`config.mk`:
```
export PLATFORM = sky130hd
export DESIGN_NAME = sram_like_bridge
export DESIGN_NICKNAME = d
export VERILOG_FILES = /design/src/rtl/sram_like_bridge_pkg.sv /design/src/rtl/sram_like_bridge_wen_to_size.sv /design/src/rtl/sram_like_bridge.sv
export SDC_FILE = /design/constraint.sdc
export NUM_CORES = 1
export LEC_CHECK = 0
export BUFFER_PORTS_ARGS = -buffer_cell sky130_fd_sc_hd__buf_2
export CAP_MARGIN = 0
export CORE_MARGIN = 2
export CORE_UTILIZATION = 30
export DETAILED_ROUTE_END_ITERATION = 16
export GPL_TIMING_DRIVEN = 0
export PLACE_DENSITY = 0.75
export SYNTH_ARGS = -nofsm -noshare
export SYNTH_HDL_FRONTEND = slang
export SYNTH_SLANG_ARGS = --single-unit
export TNS_END_PERCENT = 100
```
`constraint.sdc`:
```
create_clock -name clk -period 2.4 [get_ports clk]
set_input_delay 0 -clock clk [delete_from_list [all_inputs] [get_ports clk]]
set_output_delay 0 -clock clk [all_outputs]
set_load 0.005 [all_outputs]
```
`src/rtl/sram_like_bridge_pkg.sv`:
```
// Shared state and access-size encodings for the SRAM to SRAM-like bridge.
package sram_like_bridge_pkg;

  typedef enum logic [1:0] {
    StIdle = 2'd0,
    StReq  = 2'd1,
    StWait = 2'd2,
    StHold = 2'd3
  } state_e;

  localparam logic [1:0] SZ_BYTE = 2'd0;
  localparam logic [1:0] SZ_HALF = 2'd1;
  localparam logic [1:0] SZ_WORD = 2'd2;

endpackage

```
`src/rtl/sram_like_bridge_wen_to_size.sv`:
```
// Byte-enable to SRAM-like access size encoder (purely combinational).
module sram_like_bridge_wen_to_size
  import sram_like_bridge_pkg::*;
#(
  parameter int unsigned WEN_W = 4
) (
  input  logic [WEN_W-1:0] i_wen,
  output logic [1:0]       o_size
);

  logic w_onehot;
  logic w_pair;

  always_comb begin
    w_onehot = 1'b0;
    w_pair   = 1'b0;
    for (int unsigned i = 0; i < WEN_W; i++) begin
      if (i_wen == (WEN_W'(1) << i)) w_onehot = 1'b1;
    end
    // Halfword only when the two enabled bytes form an aligned pair.
    for (int unsigned i = 0; i + 1 < WEN_W; i += 2) begin
      if (i_wen == (WEN_W'(3) << i)) w_pair = 1'b1;
    end
    if (w_onehot)    o_size = SZ_BYTE;
    else if (w_pair) o_size = SZ_HALF;
    else             o_size = SZ_WORD;
  end

endmodule

```
`src/rtl/sram_like_bridge.sv`:
```
// SRAM to SRAM-like (req/addr_ok/data_ok) bridge for one pipeline channel.
// Optional kseg0/kseg1 address map enabled by defining BRIDGE_KSEG_MAP_EN.
module sram_like_bridge
  import sram_like_bridge_pkg::*;
#(
  parameter int unsigned DATA_W = 32,
  parameter int unsigned ADDR_W = 32,
  localparam int unsigned WEN_W = DATA_W / 8
) (
  input  logic              clk,
  input  logic              rst,
  input  logic              sram_en,
  input  logic [ADDR_W-1:0] sram_addr,
  input  logic [WEN_W-1:0]  sram_wen,
  input  logic [DATA_W-1:0] sram_wdata,
  input  logic [1:0]        sram_rsize,
  output logic [DATA_W-1:0] sram_rdata,
  output logic              stall,
  input  logic              flush,
  input  logic              longest_stall,
  output logic              req,
  output logic              wr,
  output logic [1:0]        size,
  output logic [ADDR_W-1:0] addr,
  output logic [DATA_W-1:0] wdata,
  input  logic              addr_ok,
  input  logic              data_ok,
  input  logic [DATA_W-1:0] rdata
);

  state_e            r_state;
  state_e            w_state_next;
  logic              r_drop;
  logic              w_drop_next;
  logic [DATA_W-1:0] r_rdata;
  logic              w_capture;
  logic              w_req;
  logic [1:0]        w_wen_size;

  sram_like_bridge_wen_to_size #(
    .WEN_W(WEN_W)
  ) u_wen_to_size (
    .i_wen (sram_wen),
    .o_size(w_wen_size)
  );

  assign wr    = |sram_wen;
  assign size  = wr ? w_wen_size : sram_rsize;
  assign wdata = sram_wdata;

`ifdef BRIDGE_KSEG_MAP_EN
  always_comb begin
    addr = sram_addr;
    if (sram_addr[ADDR_W-1 -: 2] == 2'b10) addr[ADDR_W-1 -: 3] = 3'b000;
  end
`else
  assign addr = sram_addr;
`endif

  always_comb begin
    w_state_next = r_state;
    w_drop_next  = r_drop;
    w_capture    = 1'b0;
    w_req        = 1'b0;
    case (r_state)
      StIdle: begin
        if (sram_en && !flush) begin
          w_req        = 1'b1;
          w_state_next = addr_ok ? StWait : StReq;
        end
      end
      StReq: begin
        w_req = 1'b1;
        // An address accepted in the flush cycle is still outstanding: wait and discard it.
        if (addr_ok) begin
          w_state_next = StWait;
          if (flush) w_drop_next = 1'b1;
        end else if (flush) begin
          w_state_next = StIdle;
        end
      end
      StWait: begin
        if (flush) w_drop_next = 1'b1;
        if (data_ok) begin
          w_drop_next = 1'b0;
          if (r_drop || flush) begin
            w_state_next = StIdle;
          end else begin
            w_capture    = 1'b1;
            w_state_next = StHold;
          end
        end
      end
      StHold: begin
        if (flush || !longest_stall) w_state_next = StIdle;
      end
      default: w_state_next = StIdle;
    endcase
  end

  // Gated by reset so the bus sees no request while the core is held in reset.
  assign req   = w_req & rst;
  assign stall = sram_en & ~flush & ~r_drop & (r_state != StHold) & rst;
  assign sram_rdata = r_rdata;

  always_ff @(posedge clk or negedge rst) begin
    if (!rst) begin
      r_state <= StIdle;
      r_drop  <= 1'b0;
      r_rdata <= '0;
    end else begin
      r_state <= w_state_next;
      r_drop  <= w_drop_next;
      if (w_capture) r_rdata <= rdata;
    end
  end

endmodule

```
### Word-level counts from Yosys, hierarchy flattened

Index checks and enable logic that the tools add are counted.

* output and inout port bits: 101
* bits of input ports: 109
* word-level logic and storage cells: 61
* flip-flop bits (word level): 35

* reduce and logical (&&, ||, !) cells: 10
* multiplexer cells: 26
* eq/ne operators: 15
* bitwise operators: 7

Operators by type and width (count)
* two-way mux 2 bit: 10
* two-way mux 1 bit: 13
* != test 2 bit (second input constant): 5
* equality test 4 x 2 -> 1 bit (second input constant): 2
* equality test 4 bit (second input constant): 2
* case mux 2 bit (4 select lines): 1
* AND 1 bit: 5
* equality test 2 bit (second input constant): 2
* equality test 4 x 1 -> 1 bit (second input constant): 1
* equality test 4 x 3 -> 1 bit (second input constant): 1
* case mux 1 bit (2 select lines): 2
* AND reduction 4 bit: 1
* OR reduction 4 bit: 1
* != test 3 bit (second input constant): 1
* equality test 2 x 1 -> 1 bit (second input constant): 1
* logical NOT 1 bit: 2
* logical NOT 2 bit: 1
* logical OR 1 bit: 2
* NOT 1 bit: 2
* AND reduction 2 bit: 1
* nonzero test 2 bit: 1
* logical AND 1 bit: 1

### Logic depth before layout (Yosys ltp)

Gate-level depths: netlist (run 1).

* depth in word-level cells: 7
* gate-level depth with buffers: 4
* depth with buffers taken out: 3

### Hierarchy

From an unflattened synthesis (run 1), not the netlist that was laid out.

* cell total of the unflattened synthesis: 171
* area, all modules: 2113.3 um2

Modules (own cells, without submodules)
* sram_like_bridge: cells an instance 166, times used 1, area an instance 2078.2 um2, sequential area each 875.8 um2
* sram_like_bridge_wen_to_size: cells an instance 5, times used 1, area an instance 35.0 um2, sequential area each 0.0 um2

### Least setup slack after synthesis (run 1)

Ideal clock, no wire load.

* path type: reg2reg
* from: reg r_state[0]
* to: reg r_rdata[0], in the netlist sram_rdata[0]
* period minus slack after synthesis: 1309 ps
* buffers on the path: 1
* library setup time: 125 ps
* stages on the path, launching flop included: 5
* data arrival time: 1184 ps
* data required time: 2275 ps
* path slack: 1091 ps
* cell sequence: dfrtp_1 > nor2b_4 > nand3_4 > buf_6 > mux2_4

* cells in the longest elaborated chain, start to end: 2

Ends and longest elaborated chain
* start, declared: RTL line sram_like_bridge.sv:31 `state_e r_state;`
* start signal, assigned: RTL line sram_like_bridge.sv:108 `r_state <= StIdle;`
* start signal, assigned: RTL line sram_like_bridge.sv:112 `r_state <= w_state_next;`
* equality test 2 bit: RTL line sram_like_bridge.sv:65 `case (r_state)`
* two-way mux 1 bit: RTL line sram_like_bridge.sv:65
* end signal, assigned: RTL line sram_like_bridge.sv:114 `if (w_capture) r_rdata <= rdata;`
* end, declared: RTL line sram_like_bridge.sv:35 `logic [DATA_W-1:0] r_rdata;`

Every way passes these cells.
A chain may end at the register's enable or synchronous reset.

### Worst setup path after layout (run 1)

* from: in rst
* to: out stall

* cells in the longest elaborated chain, start to end: 1

Ends and longest elaborated chain
* start, declared: RTL line sram_like_bridge.sv:11 `input logic rst,`
* AND 1 bit: RTL line sram_like_bridge.sv:103 `assign stall = sram_en & ~flush & ~r_drop & (r_state != StHold) & rst;`
* end, declared: RTL line sram_like_bridge.sv:18 `output logic stall,`

Every way passes these cells.

==> flow_summary.json, run 1 <==
{
  "grt_pass1_vias": 1751,
  "hold_violations": 0,
  "ys_warn_count": 0,
  "outcome": "finished, final reports clean",
  "antenna_found_initial": 0,
  "yosysTopAreaCell": "dfrtp_1",
  "route.vias.total": 1843,
  "p_clk_frac": 0.188,
  "endpoint_kind": "primary output",
  "setup.worst_path.class": "in2out",
  "tns_ns": 0,
  "cts_max_path_buffers": 2,
  "comb_power_share": 0.426,
  "swShare": 0.284,
  "rsz0062_at_grt": "false",
  "min_period_ns": 1.61,
  "cap_violations": 0,
  "ys.flop_type": "dfrtp_1",
  "drt-initial-drc-count": 22,
  "h-tree-depth": 2,
  "hold_end": "r_state[0]",
  "grt_max_degree": 38,
  "ys_ff_latch": 35,
  "fin_nets": 464,
  "reg2reg_depth": 4,
  "min_from": "longest_stall",
  "critical-path-top-delay-family": "buffers and inverters",
  "cts_made_buffers": 5,
  "post_cts_resized": 0,
  "postRouteAntennaNets": 0,
  "slew_headroom": 0.463,
  "initial_utilization": 0.308,
  "r2r_slack_ns": 0.96,
  "crit_top_cell": "buf_2",
  "yosysUniqueCellTypes": 25,
  "synth-edff-count": 0,
  "viasPerCell": 4.23,
  "crit_chain": "dlygate4sd3_1, buf_2, nand3_1, a21oi_1, buf_2",
  "syn-cell-area_um2": 2080,
  "hold_depth": 3,
  "cp_num_buf_inv": 3,
  "synth_commonest_cells": "64 x buf_4, 35 x dfrtp_1, 30 x mux2_4",
  "path_clk_slew_ns": 0.07,
  "area_delta_synth_final_pct": 61.5,
  "portBuffers": 145,
  "track_usage": 0.122,
  "routedWlPerCell_um": 11.9,
  "grt_pass1_wl_mm": 7.47,
  "dieArea_um2": 7610,
  "hold_class": "in2reg",
  "drt_drc_violations_left": 0,
  "fin_crit_sh": 0.671,
  "max_stage_delay_ns": 0.64,
  "p_sw_uw": 786,
  "fillCellCount": 573,
  "r2r-end": "sram_rdata[18]",
  "ios": 210,
  "ys_seq_area_frac": 0.421,
  "place_congestion": 0.774,
  "cpMaxStageDelayCell": "buf_2",
  "cp-start-kind": "input port",
  "total_leakage_power_uw": 0.00193,
  "cp.required_ns": 2.40,
  "finClkSkew_ns": 0.00425,
  "cts_root_buf": "clkbuf_8",
  "die_height_um": 87.3,
  "multi_input_area_um2": 669,
  "fmax_mhz": 621,
  "p_int_uw": 1980,
  "clkSinkCount": 35,
  "antenna_cells": 0,
  "drv_slew": 0,
  "seqPwrFrac": 0.385,
  "routed_wl_mm": 5.17,
  "firstDrtPassIters": 4,
  "drive_above_1_share": 0.719,
  "worstSetupPathDepth": 5,
  "setup_viol": 0,
  "max_slew.worst_pin.slew_ns": 0.806,
  "synth-async-reset-ratio": 1.00,
  "syn_nets": 278,
  "critPathMaxFanout": 37,
  "yosysMostFrequentCell": "buf_4",
  "dp.final_hpwl_mm": 3.69,
  "clk_latency_ns": 0.28,
  "syn_inst": 169,
  "tritoncts": "yes",
  "synth_area_leaders": "dfrtp_1 42%, buf_4 23%, mux2_4 22%, buf_6 1.6%, a21oi_1 1.4%",
  "hold_buffers": 34,
  "synth_top_area_share": 0.421,
  "reg2reg_from": "r_state[0]",
  "cts_setup_buffers": 0,
  "overflow": 0,
  "placed_cells": 394,
  "coreArea_um2": 6760,
  "cp.arrival_ns": 1.61,
  "peakVddDrop_v": 0.000231,
  "p_per_area_nw_per_um2": 824,
  "die_w_um": 87.3,
  "layout.area.seq_um2": 876,
  "instances_no_fill": 436,
  "syn_area_per_cell_um2": 12.3,
  "fp-row-count": 30
}
-- cell usage in the layout (no fill, tap or decap), types with 2 or more instances in the layout --
cell and n:
nor2_1 3, buf_4 64, mux2_4 30, buf_6 3, o21ai_0 2, inv_1 4, nor3b_1 2, dfrtp_1 35
o32ai_1 2, clkbuf_8 5, dlygate4sd3_1 34, a21oi_1 6, mux2_2 2, nand3_1 2, buf_2 146, nand2_1 2
-- kinds of logic after synthesis --
group,synth area share
buffers and inverters,0.257
multiplexers,0.227
AO/OA/AOI/OAI,0.0421
AND/OR/NAND/NOR,0.0524
flip-flops,0.421
-- layout make-up --
cell class / instances / area share
sequential: 35 / 0.261
timing repair buffer: 179 / 0.317
clock buffer: 5 / 0.0205
inverter: 4 / 0.00447
buffer: 68 / 0.155
multi-input combinational: 62 / 0.199
clock inverter: 3 / 0.0130
tap: 80 / 0.0298
-- worst max path at each step --
stage | startpoint | end | slack (ns)
after global routing | rst | req | 0.58
after detailed placement | r_state[0] | sram_rdata[2] | 0.95
after global placement | r_state[0] | sram_rdata[22] | 0.98
final | rst | stall | 0.79
after CTS | rst | stall | 0.76
after floorplan | r_state[0] | sram_rdata[0] | 1.09
-- registers in the layout (all words and copies together), names as in the netlist --
register / cells
r_state: 2
sram_rdata: 32
r_drop: 1
-- through the flow --
| stage | instance area [um^2] | total power (uW) | utilization | setup WS, ns | hold slack, ns |
|---|---|---|---|---|---|
| floorplan | 2080 | 1730 | - | 1.09 | -0.296 |
| global placement | 2910 | 2170 | 0.430 | 0.978 | 0.124 |
| detailed placement | 2910 | 2210 | 0.430 | 0.955 | 0.141 |
| CTS | 3360 | 2800 | 0.497 | 0.756 | 0.0191 |
| global route | 3360 | 2960 | 0.497 | 0.581 | 0.0279 |
| finish | 3360 | 2770 | 0.497 | 0.791 | 0.0209 |
-- layer usage --
| layer | wire length [um] | GRT usage | vias to the layer above |
|---|---|---|---|
| met4 | 60 | 0.0462 | 0 |
| met1 | 1860 | 0.126 | 848 |
| met3 | 462 | 0.0256 | 6 |
| met2 | 2790 | 0.238 | 117 |
| met5 | 0 | 0 | - |
| li1 | - | - | 872 |
-- worst register-to-register path, stage by stage, from the launching register on --
cell and delay [ns]:
dfrtp_1 0.48, nor2b_4 0.21, nand3_4 0.14, buf_6 0.19, mux2_4 0.31
-- power by group through the flow --
stage	Clock, uW	Combinational, uW	Sequential, uW
after floorplan	0	644	1090
after global placement	0	1120	1050
after detailed placement	0	1130	1070
after CTS	547	1190	1060
after global routing	576	1280	1100
final	521	1180	1070
No activity file was read; power rests on OpenSTA's default activity.
==> inputs of run 2 (changes only) <==
--- a/config.mk
+++ b/config.mk
@@ -11,7 +11,7 @@
 export CORE_UTILIZATION = 30
 export DETAILED_ROUTE_END_ITERATION = 16
 export GPL_TIMING_DRIVEN = 0
-export PLACE_DENSITY = 0.75
+export PLACE_DENSITY = 0.77
 export SYNTH_ARGS = -nofsm -noshare
 export SYNTH_HDL_FRONTEND = slang
 export SYNTH_SLANG_ARGS = --single-unit
==> constraint.sdc (replaced) <==
create_clock -name clk -period 1.35 [get_ports clk]
set_input_delay 0 -clock clk [delete_from_list [all_inputs] [get_ports clk]]
set_output_delay 0 -clock clk [all_outputs]
set_load 0.005 [all_outputs]
==> run 2 against run 1 <==
Sequential share of layout area decreased by 0.24 points. First-iteration DRC count increased by 130%. Combinational power increased by 84%. Highest routed layer unchanged. Clock skew increased by 0.00092 ns. Cell count increased by 0.69%. Die area unchanged. Non-clock buffer count increased by 3. Worst setup slack got worse by 0.77 ns. Critical path depth decreased by 1. Core utilization increased by 0.54 points. The flow now finishes with violations (negative hold slack). Count of clock-buffer cells in the layout unchanged. Routed wire length increased by 4.3%.
==> flow_summary.json, run 2 (same netlist as run 1, synthesis figures left out) <==
{
  "track_usage": 0.131,
  "drt_drc_violations_left": 0,
  "total_leakage_power_uw": 0.00195,
  "ios": 210,
  "clk_latency_ns": 0.28,
  "grt_pass1_wl_mm": 7.89,
  "viasPerCell": 4.17,
  "cts_made_buffers": 5,
  "fillCellCount": 602,
  "fin_nets": 467,
  "cts_root_buf": "clkbuf_8",
  "dieArea_um2": 7610,
  "tritoncts": "yes",
  "drv_slew": 0,
  "reg2reg_from": "r_state[0]",
  "r2r_slack_ns": 0.02,
  "p_per_area_nw_per_um2": 1470,
  "slew_headroom": 0.445,
  "path_clk_slew_ns": 0.08,
  "place_congestion": 0.742,
  "top_layer": "met4",
  "failed_checks": "negative hold slack",
  "drt-initial-drc-count": 51,
  "fmax_mhz": 753,
  "fp-row-count": 30,
  "cp.required_ns": 1.53,
  "min_period_ns": 1.33,
  "cap_violations": 0,
  "portBuffers": 145,
  "route.vias.total": 1831,
  "overflow": 0,
  "antenna_found_initial": 0,
  "dp.final_hpwl_mm": 3.71,
  "final_util": 0.502,
  "cts_max_path_buffers": 2,
  "initial_utilization": 0.308,
  "wl_met1_mm": 2.04,
  "routedWlPerCell_um": 12.3,
  "peakVddDrop_v": 0.000583,
  "firstDrtPassIters": 4,
  "setup.worst_path.class": "reg2reg",
  "holdWs_ns": -0.189,
  "route.met2.wl_mm": 2.79,
  "coreArea_um2": 6760,
  "antenna_cells": 0,
  "finClkSkew_ns": 0.00517,
  "max_slew.worst_pin.slew_ns": 0.833,
  "rsz0062_at_grt": "true",
  "postRouteAntennaNets": 0,
  "h-tree-depth": 2,
  "tns_ns": 0,
  "fin_crit_sh": 0.984,
  "grt_pass1_vias": 1742,
  "setup_viol": 0,
  "area_delta_synth_final_pct": 63.2,
  "clkSinkCount": 35,
  "final_common_cell": "buf_2",
  "routed_wl_mm": 5.40,
  "wl_met3_um": 487,
  "critPathMaxFanout": 10,
  "cp.arrival_ns": 1.50,
  "hold_class": "in2async",
  "hold_violations": 35,
  "die_w_um": 87.3,
  "hold_buffers": 34,
  "cp-start-kind": "flop",
  "reg2reg_depth": 4,
  "endpoint_kind": "flop",
  "outcome": "finished with violations",
  "grt_max_degree": 38,
  "r2r-end": "sram_rdata[22]",
  "drive_above_1_share": 0.724,
  "final_cell_mix": "146 x buf_2, 67 x buf_4, 34 x dlygate4sd3_1, 34 x dfrtp_1, 30 x mux2_4",
  "largest_reg_flops": 32,
  "die_height_um": 87.3
}
[run 2: changes by cell type in the layout (fill, tap and decap cells not counted), sizes merged]
cell	delta
buf	+3
[run 2: layout make-up]
cell class                 instances  area (um^2)  share of cell area
inverter                           4         15.0             0.00442
timing repair buffer             182         1090               0.321
tap                               80          100              0.0295
sequential                        35          877               0.258
clock buffer                       5         68.8              0.0203
multi-input combinational         62          674               0.199
clock inverter                     3         43.8              0.0129
buffer                            68          527               0.155
[run 2: worst max-delay path by stage]
stage | end | cells after the start | start | slack [ns]
finish | sram_rdata[22] | 4 | r_state[0] | 0.02
global route | sram_rdata[12] | 4 | r_state[0] | -0.03
CTS | sram_rdata[22] | 4 | r_state[0] | -0.003
detailed placement | sram_rdata[30] | 4 | r_state[0] | -0.09
global placement | sram_rdata[12] | 4 | r_state[0] | -0.07
floorplan | sram_rdata[0] | 4 | r_state[0] | 0.04
[run 2: stage by stage]
stage          instances  setup WS [ns]  hold slack, ns  instance area [um^2]  power (uW)
3_5_place_dp         394        -0.0929           0.155                  2910        3920
5_1_grt              439        -0.0337          -0.121                  3390        5350
3_3_place_gp         394        -0.0690           0.124                  2910        3850
6_report             439         0.0220          -0.189                  3390        5000
4_1_cts              438       -0.00326          -0.158                  3390        5030
2_1_floorplan        169         0.0412          -0.296                  2080        3080
[run 2: where the power goes]
part           switching [uW]  internal (uW)  total (uW)
Combinational             737           1430        2170
Sequential                292           1590        1880
Clock                     407            550         957
Total                    1440           3570        5000
[run 2: worst max-delay path, stage by stage, from the launching register on]
cell and delay (ns):
dfrtp_2 0.42, nor2b_4 0.16, nand3_4 0.13, buf_6 0.19, mux2_4 0.31
[run 2: routing by layer]
metal	track usage	vias to the layer above
li1	-	879
met1	0.144	814
met2	0.247	128
met3	0.0284	10
met4	0.0462	0
met5	0	-
[run 2: timing repair]
action                                  in CTS  in global routing
endpoints found under the setup margin      30                 30
pin swaps                                    1                  0
buffers inserted                             2                  1
resized for setup                            4                  0
cloned                                       0                  0
hold endpoints to repair                    69                 35
==> inputs of run 3 (changes only) <==
==> constraint.sdc (replaced) <==
create_clock -name clk -period 1.35 [get_ports clk]
set_input_delay 0 -clock clk [delete_from_list [all_inputs] [get_ports clk]]
set_output_delay 0 -clock clk [all_outputs]
set_load 0.1 [all_outputs]
==> run 3 against run 2 <==
The run still ends with negative hold slack left. Design area increased by 2.4%. Clock power about the same. Die area unchanged. Global-route usage increased by 0.30 points. Core utilization increased by 1.2 points. Power increased by 92%. Non-clock buffer count increased by 2. Routed wire length increased by 3.9%. Critical path depth unchanged. Flip-flop and latch count unchanged. Worst hold slack got worse by 0.10 ns. Sequential power about the same.
==> flow_summary.json, run 3 (same netlist as run 1, synthesis figures left out) <==
{
  "outcome": "finished with violations",
  "failed_checks": "negative hold slack",
  "fillCellCount": 582,
  "track_usage": 0.134,
  "coreArea_um2": 6760,
  "cts_max_path_buffers": 2,
  "fp-row-count": 30,
  "worstSetupStartpoint": "r_state[0]",
  "dieArea_um2": 7610,
  "routedWlPerCell_um": 12.7,
  "clkSinkCount": 35,
  "grt_pass1_vias": 1809,
  "fin_nets": 469,
  "grt_pass1_wl_mm": 8.04,
  "peakVddDrop_v": 0.00135,
  "endpoint_kind": "flop",
  "fin_crit_sh": 0.992,
  "reg2reg_depth": 4,
  "slew_headroom": 0.659,
  "crit_end": "sram_rdata[16]",
  "cap_violations": 0,
  "clk_latency_ns": 0.29,
  "tns_ns": 0,
  "initial_utilization": 0.308,
  "drv_slew": 0,
  "antenna_found_initial": 0,
  "r2r_slack_ns": 0.01,
  "antenna_cells": 0,
  "cp.required_ns": 1.52,
  "path_clk_slew_ns": 0.08,
  "route.vias.total": 1853,
  "hold_class": "in2async",
  "reg2reg_from": "r_state[0]",
  "ios": 210,
  "final_common_cell": "buf_2",
  "grt_max_degree": 38,
  "p_per_area_nw_per_um2": 2760,
  "drt_drc_violations_left": 0,
  "finClkSkew_ns": 0.00618,
  "dp.final_hpwl_mm": 4.00,
  "post_dp_cell_area_um2": 2930,
  "cts_root_buf": "clkbuf_8",
  "largest_reg_flops": 32,
  "postRouteAntennaNets": 0,
  "critPathMaxFanout": 10,
  "drive_above_1_share": 0.742,
  "hold_buffers": 33,
  "routed_wl_mm": 5.61,
  "setup.worst_path.class": "reg2reg",
  "placed_cells": 394,
  "tritoncts": "yes",
  "overflow": 0,
  "die_height_um": 87.3,
  "firstDrtPassIters": 3,
  "viasPerCell": 4.20,
  "hold_violations": 35,
  "cp-start-kind": "flop",
  "total_leakage_power_uw": 0.00198,
  "drt-initial-drc-count": 24,
  "rsz0062_at_grt": "true",
  "postLayoutCellArea_um2": 3480,
  "final_util": 0.515,
  "area_delta_synth_final_pct": 67.2,
  "h-tree-depth": 2,
  "final_cell_mix": "142 x buf_2, 71 x buf_4, 34 x dfrtp_1, 33 x dlygate4sd3_1, 30 x mux2_4",
  "power_uw": 9610,
  "fmax_mhz": 747,
  "die_w_um": 87.3,
  "place_congestion": 0.691,
  "holdWs_ns": -0.293,
  "setup_viol": 0,
  "cp.arrival_ns": 1.51,
  "cts_made_buffers": 5,
  "min_period_ns": 1.34,
  "r2r-end": "sram_rdata[16]",
  "instances_no_fill": 441,
  "max_slew.worst_pin.slew_ns": 0.512,
  "portBuffers": 145
}
-- run 3: changes by cell type in the layout (fill, tap and decap cells not counted), sizes merged --
cell | previous run | this run
clkbuf | 5 | 6
dlygate4sd3 | 34 | 33
buf | 216 | 218
-- run 3: power breakdown --
part	total (uW)	leakage (uW)	switching [uW]	internal [uW]
Sequential	1890	0.000436	299	1590
Clock	958	0.0000581	408	550
Combinational	6760	0.00148	5240	1530
-- run 3: area by class of cell --
class / instances / area, um^2 / share of cell area
Timing Repair Buffer: 184 / 1120 / 0.323
Sequential cell: 35 / 877 / 0.252
Multi-Input combinational cell: 62 / 699 / 0.201
Buffer: 68 / 548 / 0.158
Tap cell: 80 / 100 / 0.0288
Clock buffer: 5 / 68.8 / 0.0198
Clock inverter: 3 / 43.8 / 0.0126
Inverter: 4 / 15.0 / 0.00432
-- run 3: timing repair --
item                       4_1_cts  5_1_grt
pin swaps                        3        1
hold endpoints to repair        68       35
setup buffers                    4        2
resized for setup               10        8
setup endpoints to repair       32       30
-- run 3: per-layer routing --
layer | global-route usage | share of wire | routed length (um) | vias to the layer above
met5 | 0 | 0 | 0 | -
met4 | 0.0462 | 0.019 | 107 | 0
met3 | 0.0284 | 0.084 | 471 | 10
met2 | 0.261 | 0.54 | 3000 | 120
met1 | 0.141 | 0.36 | 2030 | 837
li1 | - | - | - | 886
-- run 3: through the flow --
stage / hold WS (ns) / worst slack [ns]
floorplan: -0.296 / -0.409
global placement: 0.135 / -0.0920
detailed placement: 0.146 / -0.112
CTS: -0.165 / -0.00631
global route: -0.260 / -0.0344
finish: -0.293 / 0.0111
-- run 3: worst max-delay path, cell delays in order, from the launching register on --
cell and delay [ns]:
dfrtp_2 0.44, nor2b_4 0.15, nand3_4 0.14, buf_12 0.19, mux2_4 0.30
-- run 3: worst min-delay path by stage --
stage	endpoint	slack, ns	depth (start not counted)
floorplan	r_drop	-0.30	0
global placement	sram_rdata[14]	0.14	1
detailed placement	sram_rdata[14]	0.15	1
CTS	sram_rdata[10]	-0.17	1
global route	sram_rdata[30]	-0.26	1
finish	sram_rdata[30]	-0.29	1
